**src/rtl/seg7_pkg.sv**
```systemverilog
// Shared 7-segment constants for the display readback path.
// Segment codes are active-low, bit order [6]=g .. [0]=a.
package seg7_pkg;

    localparam int BCD_W = 4;

    localparam logic [6:0] SEG_0     = 7'b1000000;
    localparam logic [6:0] SEG_1     = 7'b1111001;
    localparam logic [6:0] SEG_2     = 7'b0100100;
    localparam logic [6:0] SEG_3     = 7'b0110000;
    localparam logic [6:0] SEG_4     = 7'b0011001;
    localparam logic [6:0] SEG_5     = 7'b0010010;
    localparam logic [6:0] SEG_6     = 7'b0000010;
    localparam logic [6:0] SEG_7     = 7'b1111000;
    localparam logic [6:0] SEG_8     = 7'b0000000;
    localparam logic [6:0] SEG_9     = 7'b0010000;
    localparam logic [6:0] SEG_BLANK = 7'b1111111;

    // Frame tracker: DONE lasts exactly one cycle and is the frame_done pulse.
    typedef enum logic {
        ST_COLLECT = 1'b0,
        ST_DONE    = 1'b1
    } frame_state_e;

    // Width of a digit index; never narrower than one bit.
    function automatic int idx_w(input int n);
        return (n > 1) ? $clog2(n) : 1;
    endfunction

endpackage

```
**src/rtl/seg7_to_bcd.sv**
```systemverilog
// Combinational decoder: active-low 7-segment pattern to BCD value,
// with separate flags for the blank pattern and for unknown patterns.
module seg7_to_bcd
    import seg7_pkg::*;
(
    input  logic [6:0]       seg,
    output logic [BCD_W-1:0] bcd,
    output logic             is_blank,
    output logic             is_illegal
);

    // Exact match against the ten digit glyphs and blank; anything else is illegal.
    always_comb begin
        bcd        = '0;
        is_blank   = 1'b0;
        is_illegal = 1'b0;
        case (seg)
            SEG_0:     bcd = 4'd0;
            SEG_1:     bcd = 4'd1;
            SEG_2:     bcd = 4'd2;
            SEG_3:     bcd = 4'd3;
            SEG_4:     bcd = 4'd4;
            SEG_5:     bcd = 4'd5;
            SEG_6:     bcd = 4'd6;
            SEG_7:     bcd = 4'd7;
            SEG_8:     bcd = 4'd8;
            SEG_9:     bcd = 4'd9;
            SEG_BLANK: is_blank = 1'b1;
            default:   is_illegal = 1'b1;
        endcase
    end

endmodule

```
**src/rtl/display_to_bcd_reader.sv**
```systemverilog
// Readback monitor for a multiplexed 7-segment display bus. A sample is
// committed once the whole bus (selects + segments) has been stable long
// enough; committed digits are collected into frames and snapshotted when
// every position has been seen. Handshake-free: outputs are plain registers
// plus single-cycle pulses (frame_done, err) that carry no backpressure.
module display_to_bcd_reader
    import seg7_pkg::*;
#(
    parameter int N_DIGITS      = 4,
    parameter int STABLE_CYCLES = 4
) (
    input  logic                          clk,
    input  logic                          rst_n,
    input  logic [6:0]                    seg_in,
    input  logic [N_DIGITS-1:0]           sel_in,
    output logic [4*N_DIGITS-1:0]         digits_out,
    output logic [N_DIGITS-1:0]           digit_valid,
    output logic [4*N_DIGITS-1:0]         frame_bcd,
    output logic                          frame_done,
    output logic                          err,
    output logic [idx_w(N_DIGITS)-1:0]    err_idx
);

    localparam int              IDX_W      = idx_w(N_DIGITS);
    localparam int              S_W        = N_DIGITS + 7;
    localparam logic [7:0]      CNT_MAX    = 8'(STABLE_CYCLES);
    localparam logic [7:0]      CNT_COMMIT = 8'(STABLE_CYCLES - 1);
    localparam logic [N_DIGITS-1:0] ALL_SEEN = '1;

    // Sample register and stability counter
    logic [S_W-1:0]            s_q, s_d;
    logic [7:0]                cnt_q, cnt_d;
    // Per-digit state
    logic [4*N_DIGITS-1:0]     digits_q, digits_d;
    logic [N_DIGITS-1:0]       valid_q, valid_d;
    logic [N_DIGITS-1:0]       seen_q, seen_d;
    logic [N_DIGITS-1:0]       seen_nx;
    // Frame and error reporting
    logic [4*N_DIGITS-1:0]     frame_q, frame_d;
    logic                      err_q, err_d;
    logic [IDX_W-1:0]          err_idx_q, err_idx_d;
    frame_state_e              state_q, state_d;

    logic [S_W-1:0]            in_w;
    logic                      same_w;
    logic                      commit_w;
    logic [3:0]                low_cnt;
    logic [IDX_W-1:0]          low_idx;
    logic                      sel_one;
    logic                      sel_multi;
    logic [BCD_W-1:0]          dec_bcd;
    logic                      dec_blank;
    logic                      dec_illegal;
    logic                      frame_fire;

    assign in_w     = {sel_in, seg_in};
    assign same_w   = (in_w == s_q);
    // Commit fires once per stable run: the counter saturates past CNT_COMMIT.
    assign commit_w = same_w && (cnt_q == CNT_COMMIT);

    // Decode the held sample; on a commit edge it equals the live input.
    seg7_to_bcd u_dec (
        .seg        (s_q[6:0]),
        .bcd        (dec_bcd),
        .is_blank   (dec_blank),
        .is_illegal (dec_illegal)
    );

    // Capture the bus every edge and count how long it has stayed unchanged.
    always_comb begin
        s_d   = in_w;
        cnt_d = 8'd0;
        if (same_w) begin
            cnt_d = (cnt_q == CNT_MAX) ? cnt_q : cnt_q + 8'd1;
        end
    end

    // Count active (low) selects and remember which one was low.
    always_comb begin
        low_cnt = 4'd0;
        low_idx = '0;
        for (int i = 0; i < N_DIGITS; i++) begin
            if (!s_q[7+i]) begin
                low_cnt = low_cnt + 4'd1;
                low_idx = IDX_W'(i);
            end
        end
    end

    assign sel_one   = (low_cnt == 4'd1);
    assign sel_multi = (low_cnt > 4'd1);

    // Apply a committed sample to the digit registers, seen mask and error pulse.
    always_comb begin
        digits_d  = digits_q;
        valid_d   = valid_q;
        seen_nx   = seen_q;
        err_d     = 1'b0;
        err_idx_d = err_idx_q;
        if (commit_w) begin
            if (sel_multi) begin
                err_d = 1'b1;
            end else if (sel_one) begin
                if (dec_illegal) begin
                    err_d     = 1'b1;
                    err_idx_d = low_idx;
                end
                for (int i = 0; i < N_DIGITS; i++) begin
                    if (!s_q[7+i]) begin
                        if (dec_illegal) begin
                            valid_d[i] = 1'b0;
                        end else begin
                            digits_d[4*i +: 4] = dec_blank ? 4'd0 : dec_bcd;
                            valid_d[i]         = !dec_blank;
                            seen_nx[i]         = 1'b1;
                        end
                    end
                end
            end
        end
    end

    // Frame FSM: enter DONE for one cycle when the mask fills, snapshot and restart.
    always_comb begin
        frame_fire = (seen_nx == ALL_SEEN);
        state_d    = ST_COLLECT;
        seen_d     = seen_nx;
        frame_d    = frame_q;
        case (state_q)
            ST_COLLECT, ST_DONE: begin
                if (frame_fire) begin
                    state_d = ST_DONE;
                    seen_d  = '0;
                    frame_d = digits_d;
                end
            end
            default: state_d = ST_COLLECT;
        endcase
    end

    // All state registers with synchronous active-low reset.
    always_ff @(posedge clk) begin
        if (!rst_n) begin
            s_q       <= '1;
            cnt_q     <= 8'd0;
            digits_q  <= '0;
            valid_q   <= '0;
            seen_q    <= '0;
            frame_q   <= '0;
            err_q     <= 1'b0;
            err_idx_q <= '0;
            state_q   <= ST_COLLECT;
        end else begin
            s_q       <= s_d;
            cnt_q     <= cnt_d;
            digits_q  <= digits_d;
            valid_q   <= valid_d;
            seen_q    <= seen_d;
            frame_q   <= frame_d;
            err_q     <= err_d;
            err_idx_q <= err_idx_d;
            state_q   <= state_d;
        end
    end

    assign digits_out  = digits_q;
    assign digit_valid = valid_q;
    assign frame_bcd   = frame_q;
    assign frame_done  = (state_q == ST_DONE);
    assign err         = err_q;
    assign err_idx     = err_idx_q;

endmodule

```
**config.mk**
```make
export PLATFORM = sky130hd
export DESIGN_NAME = display_to_bcd_reader
export DESIGN_NICKNAME = d
export VERILOG_FILES = /design/src/rtl/seg7_pkg.sv /design/src/rtl/seg7_to_bcd.sv /design/src/rtl/display_to_bcd_reader.sv
export SDC_FILE = /design/constraint.sdc
export NUM_CORES = 1
export LEC_CHECK = 0
export ABC_AREA = 0
export CAP_MARGIN = 0
export CORE_MARGIN = 5
export CORE_UTILIZATION = 49
export CTS_BUF_LIST = sky130_fd_sc_hd__clkbuf_2
export DETAILED_ROUTE_END_ITERATION = 8
export GPL_TIMING_DRIVEN = 0
export PLACE_DENSITY = 0.78
export SYNTH_ARGS = -nofsm -noshare
export SYNTH_HDL_FRONTEND = slang
export SYNTH_HIERARCHICAL = 1
export SYNTH_SLANG_ARGS = --single-unit
```
**constraint.sdc**
```tcl
create_clock -name clk -period 3.2 [get_ports clk]
set_input_delay 0.64 -clock clk [delete_from_list [all_inputs] [get_ports clk]]
set_output_delay 0.64 -clock clk [all_outputs]
set_load 0.05 [all_outputs]
```
==> flow_metrics.py, run 1 <==
metrics = {
    "outcome": {
        "status": "finished, final reports clean",
    },
    "setup_path": {
        "crit_required_ns": 3.56,
        "crit_fanout": 10,
        "rrSetupSlack_ns": 0.13,
        "crit_buf_inv": 3,
        "timing.rr.start": "s_q[7]",
        "cp_top_family": "adder cells",
        "r2r-end": "frame_bcd[12]",
        "path_cells": "inv_1 > ha_1 > xnor2_1 > ha_1 > nor2_1 > mux4_2 > and3_1 > buf_2 > a31o_4 > buf_2 > a31oi_2 > a211oi_2",
        "critPathSlowestCell": "mux4_2",
        "crit_path_end_kind": "flip-flop",
        "arrival_ns": 3.44,
        "reg2regPathDepth": 12,
        "crit_path_max_incr_delay_ns": 0.52,
        "cp-start-kind": "flip-flop",
        "worst-setup-path-type": "flip-flop to flip-flop",
    },
    "final_layout": {
        "post-route-util_pct": 65.0,
        "final_nets": 389,
        "syn_to_final_growth_pct": 27.6,
        "drive_above_1_share_pct": 18.4,
        "antenna_cells": 0,
    },
    "detailed_routing": {
        "vias_per_cell": 5.61,
        "drtIter0Drc": 68,
        "detail-route-antenna-nets": 0,
        "wire_per_inst_um": 16.1,
        "first_pass_iters": 4,
        "drt_wl_total_um": 7260,
        "num_vias": 2525,
        "drc": 0,
    },
    "sta": {
        "drv_slew": 0,
        "finalSetupViolations": 0,
        "rsz0062_at_grt": "no",
        "min_period_ns": 3.07,
        "maxSlewHeadroom_pct": 52.0,
        "fin_ws_ns": 0.126,
        "tightest_slew_ns": 0.720,
        "clock_skew_ns": 0.0251,
        "timing.final.crit_share_pct": 96.1,
        "hold_viol_final": 0,
        "timing.fmax_mhz": 325,
        "finalSetupTns_ns": 0,
    },
    "min_path": {
        "worstHoldStart": "digit_valid[2]",
        "hp-class": "flip-flop to flip-flop",
        "holdPathEnd": "digit_valid[2]",
        "holdPathStages": 2,
    },
    "synth": {
        "synth_edf_count": 0,
        "synth_area_mm2": 0.00305,
        "synth_fp_nets": 321,
        "synth_commonest_cells": "dfxtp_1, nor2_1, xor2_1, a31oi_1, nand2b_1",
        "synthCells": 303,
        "synth_top_area_cell": "dfxtp_1",
        "ys_types": 58,
        "synth.most_common_cell": "dfxtp_1",
        "synthTopCellsByArea": "dfxtp_1, xor2_1, a211oi_2, nor2_1, mux2i_1",
        "synth_seq_area_share_pct": 41.3,
        "synthFlopType": "dfxtp_1",
        "synth_seq_cells": 63,
        "syn_avg_cell_area_um2": 10.1,
        "synth-warning-count": 6,
        "ys_async_sr_fraction_pct": 0,
        "synth_top_area_share_pct": 41.3,
    },
    "floorplan": {
        "die_w_um": 88.9,
        "fp.dieArea_mm2": 0.00791,
        "die_y_um": 88.9,
        "initial_core_util_pct": 50.9,
        "placementRows": 28,
        "ioPinCount": 53,
        "fp.coreArea_mm2": 0.00599,
    },
    "global_routing": {
        "grt_pass1_vias": 2561,
        "antenna_found_initial": 0,
        "gr-total-overflow": 0,
        "grt_max_degree": 11,
        "grt_usage_pct": 19.5,
        "grt_pass1_wl_um": 11900,
    },
    "cts": {
        "cts_hold_buf": 0,
        "cts_buffer_depth": 2,
        "clk_latency_ns": 0.51,
        "htreeDepth": 3,
        "cts_tree": "done",
        "cts_sinks": 63,
        "clkSlewWorstSetupHoldPaths_ns": 0.16,
        "cts-buffers-inserted": 9,
        "cts_root_buf": "clkbuf_2",
    },
    "place": {
        "port_buffers": 52,
        "gp_congestion": 0.874,
        "preCtsSetupSlack_ns": -0.237,
        "dp_hpwl_um": 5080,
    },
    "pwr": {
        "power_density_mw_per_mm2": 376,
        "p_leak_nw": 1.38,
        "irDropWorstVdd_v": 0.000244,
    },
    "run": {
        "max-cap-violations": 0,
    },
}
-- where the power goes --
group / switching, mW / total (mW) / internal (mW)
Sequential: 0.0141 / 0.806 / 0.792
Clock: 0.284 / 0.537 / 0.253
Combinational: 0.0691 / 0.122 / 0.0532
Total: 0.367 / 1.47 / 1.10
-- kinds of logic (layout without fill, tap and decap cells) --
logic type	Yosys count	in the layout	synth area share, %
buf+inv	26	98	4.18
compound gates	60	60	16.2
fa+ha+maj	5	5	2.05
mux	17	17	6.81
flops	63	63	41.3
xor+xnor	22	22	6.56
simple gates	110	110	22.8
-- per-layer routing --
layer	up-vias	track usage [%]	wire length (um)
met5	-	0	0
met4	0	8.24	115
met3	12	4.61	312
met2	53	32.1	3540
met1	1222	24.4	3300
li1	1238	-	-
-- placed cells by master (no fill, tap or decap), drive strengths merged, types with 2 or more instances in the layout --
| cell | Yosys | final |
|---|---|---|
| nor4 | 8 | 8 |
| ha | 5 | 5 |
| a211oi | 12 | 12 |
| a2111oi | 2 | 2 |
| o22ai | 2 | 2 |
| nand2 | 6 | 6 |
| and2 | 6 | 6 |
| a31oi | 13 | 13 |
| xnor2 | 6 | 6 |
| nor2 | 30 | 30 |
| xor2 | 16 | 16 |
| and3 | 7 | 7 |
| nor2b | 8 | 8 |
| a21boi | 2 | 2 |
| a21oi | 10 | 10 |
| o31ai | 2 | 2 |
| mux2 | 5 | 5 |
| clkdlybuf4s50 | 0 | 52 |
| o21a | 3 | 3 |
| bufinv | 0 | 2 |
| buf | 7 | 14 |
| nand3 | 9 | 9 |
| nor3 | 7 | 7 |
| or4 | 2 | 2 |
| dfxtp | 63 | 63 |
| a21o | 2 | 2 |
| or3 | 3 | 3 |
| clkbuf | 9 | 17 |
| nand4 | 7 | 7 |
| clkinv | 0 | 3 |
| mux2i | 11 | 11 |
| nand2b | 12 | 12 |
| o2bb2ai | 4 | 4 |
| o41ai | 2 | 2 |
| inv | 10 | 10 |
| o21ai | 2 | 2 |
-- what timing repair did --
item	4_1_cts	5_1_grt
resized for setup	6	8
endpoints found under the setup margin	22	19
setup buffers	2	4
pin swaps	1	0
-- final cells by class --
type	count	area (um2)
inverters	10	37.5
repair buffers	58	566
clock inverters	5	73.8
flip-flops and latches	63	1270
plain buffers	15	87.6
well taps	75	93.8
multi-input cells	214	1720
fillers	491	2100
clock buffers	10	50.0
-- sequential cells by signal, indices dropped and copies added, names as in the netlist --
signal	cells
cnt_q	8
digit_valid	4
digits_out	16
err	1
err_idx	2
frame_bcd	16
frame_done	1
s_q	11
seen_q	4
-- tightest hold or removal path, cell delays in order, from the launching register on --
cell,delay [ns]
dfxtp_1,0.34
o21ai_0,0.06
a21oi_1,0.06
-- metrics by stage --
step           hold slack [ns]  total power [mW]  instances  area, um2
2_1_floorplan            0.471             0.899        303       3050
3_3_place_gp             0.466             0.937        430       3670
3_5_place_dp             0.472             0.939        430       3670
4_1_cts                  0.492              1.47        447       3830
5_1_grt                  0.533              1.52        450       3890
6_report                 0.488              1.47        450       3890
-- how the worst max path moves through the flow --
stage / startpoint / end / slack (ns) / cells after the start
after floorplan: s_q[8] / frame_bcd[15] / 0.20 / 11
after global placement: s_q[8] / frame_bcd[6] / -0.20 / 10
after detailed placement: s_q[8] / frame_bcd[3] / -0.24 / 11
after CTS: s_q[7] / frame_bcd[12] / 0.0004 / 12
after global routing: s_q[7] / frame_bcd[3] / 0.02 / 12
final: s_q[7] / frame_bcd[12] / 0.13 / 12
Note: power is estimated with default switching activity, not from simulation.
==> inputs of run 2 (changes only) <==
--- a/config.mk
+++ b/config.mk
@@ -8,11 +8,11 @@
 export ABC_AREA = 0
 export CAP_MARGIN = 0
 export CORE_MARGIN = 5
-export CORE_UTILIZATION = 49
+export CORE_UTILIZATION = 59
 export CTS_BUF_LIST = sky130_fd_sc_hd__clkbuf_2
 export DETAILED_ROUTE_END_ITERATION = 8
 export GPL_TIMING_DRIVEN = 0
-export PLACE_DENSITY = 0.78
+export PLACE_DENSITY = 0.88
 export SYNTH_ARGS = -nofsm -noshare
 export SYNTH_HDL_FRONTEND = slang
 export SYNTH_HIERARCHICAL = 1
==> constraint.sdc (replaced) <==
create_clock -name clk -period 3.9 [get_ports clk]
set_input_delay 0.78 -clock clk [delete_from_list [all_inputs] [get_ports clk]]
set_output_delay 0.78 -clock clk [all_outputs]
set_load 0.05 [all_outputs]
==> flow_metrics.py, run 2 (synthesis gave the netlist of run 1 again) <==
metrics = {
    "setup_path": {
        "crit_buf_inv": 2,
        "critical_path.most_common_cell": "ha_1",
        "path_cells": "inv_1 > ha_1 > xnor2_1 > ha_1 > nor2b_1 > mux4_2 > nand3_2 > o41ai_4 > and3_4 > buf_6 > a211oi_2",
        "cp-start-kind": "flip-flop",
        "crit_required_ns": 4.25,
        "crit_path_end_kind": "flip-flop",
        "worst-setup-path-type": "flip-flop to flip-flop",
        "cp_top_family": "adder cells",
        "arrival_ns": 3.83,
        "crit_fanout": 10,
        "crit_path_max_incr_delay_ns": 0.62,
        "critPathSlowestCell": "dfxtp_1",
    },
    "cts": {
        "clk_latency_ns": 0.48,
        "cts_sinks": 63,
        "cts_hold_buf": 0,
        "cts-buffers-inserted": 9,
        "cts_buffer_depth": 2,
        "htreeDepth": 3,
        "clkSlewWorstSetupHoldPaths_ns": 0.17,
        "post_cts_resized": 0,
        "cts_tree": "done",
        "cts_setup_buffers": 0,
        "cts_root_buf": "clkbuf_2",
    },
    "sta": {
        "hold_viol_final": 0,
        "maxSlewHeadroom_pct": 49.0,
        "finalSetupViolations": 0,
        "drv_slew": 0,
        "rsz0062_at_grt": "no",
        "clock_skew_ns": 0.0166,
        "min_period_ns": 3.48,
        "timing.final.crit_share_pct": 89.2,
        "finalSetupTns_ns": 0,
        "timing.fmax_mhz": 288,
        "tightest_slew_ns": 0.766,
    },
    "global_routing": {
        "grt_max_degree": 12,
        "grt_pass1_wl_um": 12000,
        "grt_usage_pct": 23.2,
        "antenna_found_initial": 0,
        "gr-total-overflow": 0,
        "grt_pass1_vias": 2574,
    },
    "place": {
        "dp_hpwl_um": 5060,
        "gp_congestion": 0.865,
        "dpl-instance-area_mm2": 0.00366,
        "port_buffers": 52,
        "dp.cells": 425,
    },
    "pwr": {
        "irDropWorstVdd_v": 0.000253,
        "power_mw": 1.26,
        "power_density_mw_per_mm2": 331,
        "p_leak_nw": 1.34,
    },
    "floorplan": {
        "ioPinCount": 53,
        "fp.dieArea_mm2": 0.00671,
        "die_w_um": 81.9,
        "fp.coreArea_mm2": 0.00507,
        "die_y_um": 81.9,
        "placementRows": 26,
        "initial_core_util_pct": 60.1,
    },
    "detailed_routing": {
        "drt_wl_total_um": 7030,
        "first_pass_iters": 4,
        "wire_per_inst_um": 15.9,
        "detail-route-antenna-nets": 0,
        "drtIter0Drc": 174,
        "num_vias": 2506,
        "drc": 0,
        "vias_per_cell": 5.68,
    },
    "final_layout": {
        "drive_above_1_share_pct": 14.8,
        "antenna_cells": 0,
        "syn_to_final_growth_pct": 25.1,
        "final_cell_mix": "dfxtp_1, clkdlybuf4s50_1, nor2_1",
        "final_nets": 384,
        "instances_no_fill": 441,
        "layout_commonest_cell": "dfxtp_1",
        "fillCellCount": 386,
        "final_area_mm2": 0.00382,
    },
    "outcome": {
        "status": "finished, final reports clean",
    },
    "run": {
        "max-cap-violations": 0,
    },
    "min_path": {
        "hp-class": "flip-flop to flip-flop",
    },
}
## run 2: changes by cell type in the layout (fill, tap and decap cells not counted), sizes merged
cell,change
clkinv,+1
buf,-7
bufinv,+1
clkbuf,+1
## run 2: tightest hold or removal path: cells and delay by family (launching register included)
family / cells / cell delay, ns
AOI/OAI and AO/OA: 2 / 0.13
DFF: 1 / 0.34
## run 2: power by group
part | internal (mW) | switching (mW) | total (mW)
registers | 0.650 | 0.0134 | 0.664
clock network | 0.273 | 0.233 | 0.505
logic | 0.0413 | 0.0538 | 0.0951
total | 0.964 | 0.300 | 1.26
## run 2: stage by stage
stage | hold WS (ns) | util (%) | worst slack, ns
3_5_place_dp | 0.476 | 72.1 | 0.450
6_report | 0.501 | 75.2 | 0.422
3_3_place_gp | 0.462 | 72.1 | 0.544
2_1_floorplan | 0.471 | - | 0.899
5_1_grt | 0.531 | 75.2 | 0.227
4_1_cts | 0.496 | 75.2 | 0.446
## run 2: cell type report
cell class / instances / area [um2] / share of cell area (%)
Sequential cell: 63 / 1260 / 33.0
Clock buffer: 9 / 45.0 / 1.18
Inverter: 10 / 37.5 / 0.984
Multi-Input combinational cell: 214 / 1660 / 43.6
Timing Repair Buffer: 52 / 520 / 13.6
Buffer: 16 / 90.1 / 2.36
Tap cell: 70 / 87.6 / 2.30
Clock inverter: 7 / 111 / 2.92
## run 2: final timing paths
path | from | endpoint | slack (ns) | cells past startpoint
min reg2reg | digit_valid[2] | digit_valid[2] | 0.50 | 2
max | s_q[8] | frame_bcd[1] | 0.42 | 11
min | digit_valid[2] | digit_valid[2] | 0.50 | 2
max reg2reg | s_q[8] | frame_bcd[1] | 0.42 | 11
## run 2: metal layers
| metal | vias up | share of wire (%) | track usage (%) |
|---|---|---|---|
| met3 | 13 | 5.5 | 5.59 |
| met5 | - | 0 | 0 |
| met2 | 75 | 48 | 36.9 |
| met1 | 1187 | 44 | 29.7 |
| met4 | 0 | 2.0 | 10.6 |
| li1 | 1231 | - | - |
==> inputs of run 3 (changes only) <==
--- a/config.mk
+++ b/config.mk
@@ -13,6 +13,7 @@
 export DETAILED_ROUTE_END_ITERATION = 8
 export GPL_TIMING_DRIVEN = 0
 export PLACE_DENSITY = 0.88
+export SKIP_LAST_GASP = 1
 export SYNTH_ARGS = -nofsm -noshare
 export SYNTH_HDL_FRONTEND = slang
 export SYNTH_HIERARCHICAL = 1
==> results of run 3 <==
No change in the layout: final DEF, timing and power equal those of run 2.
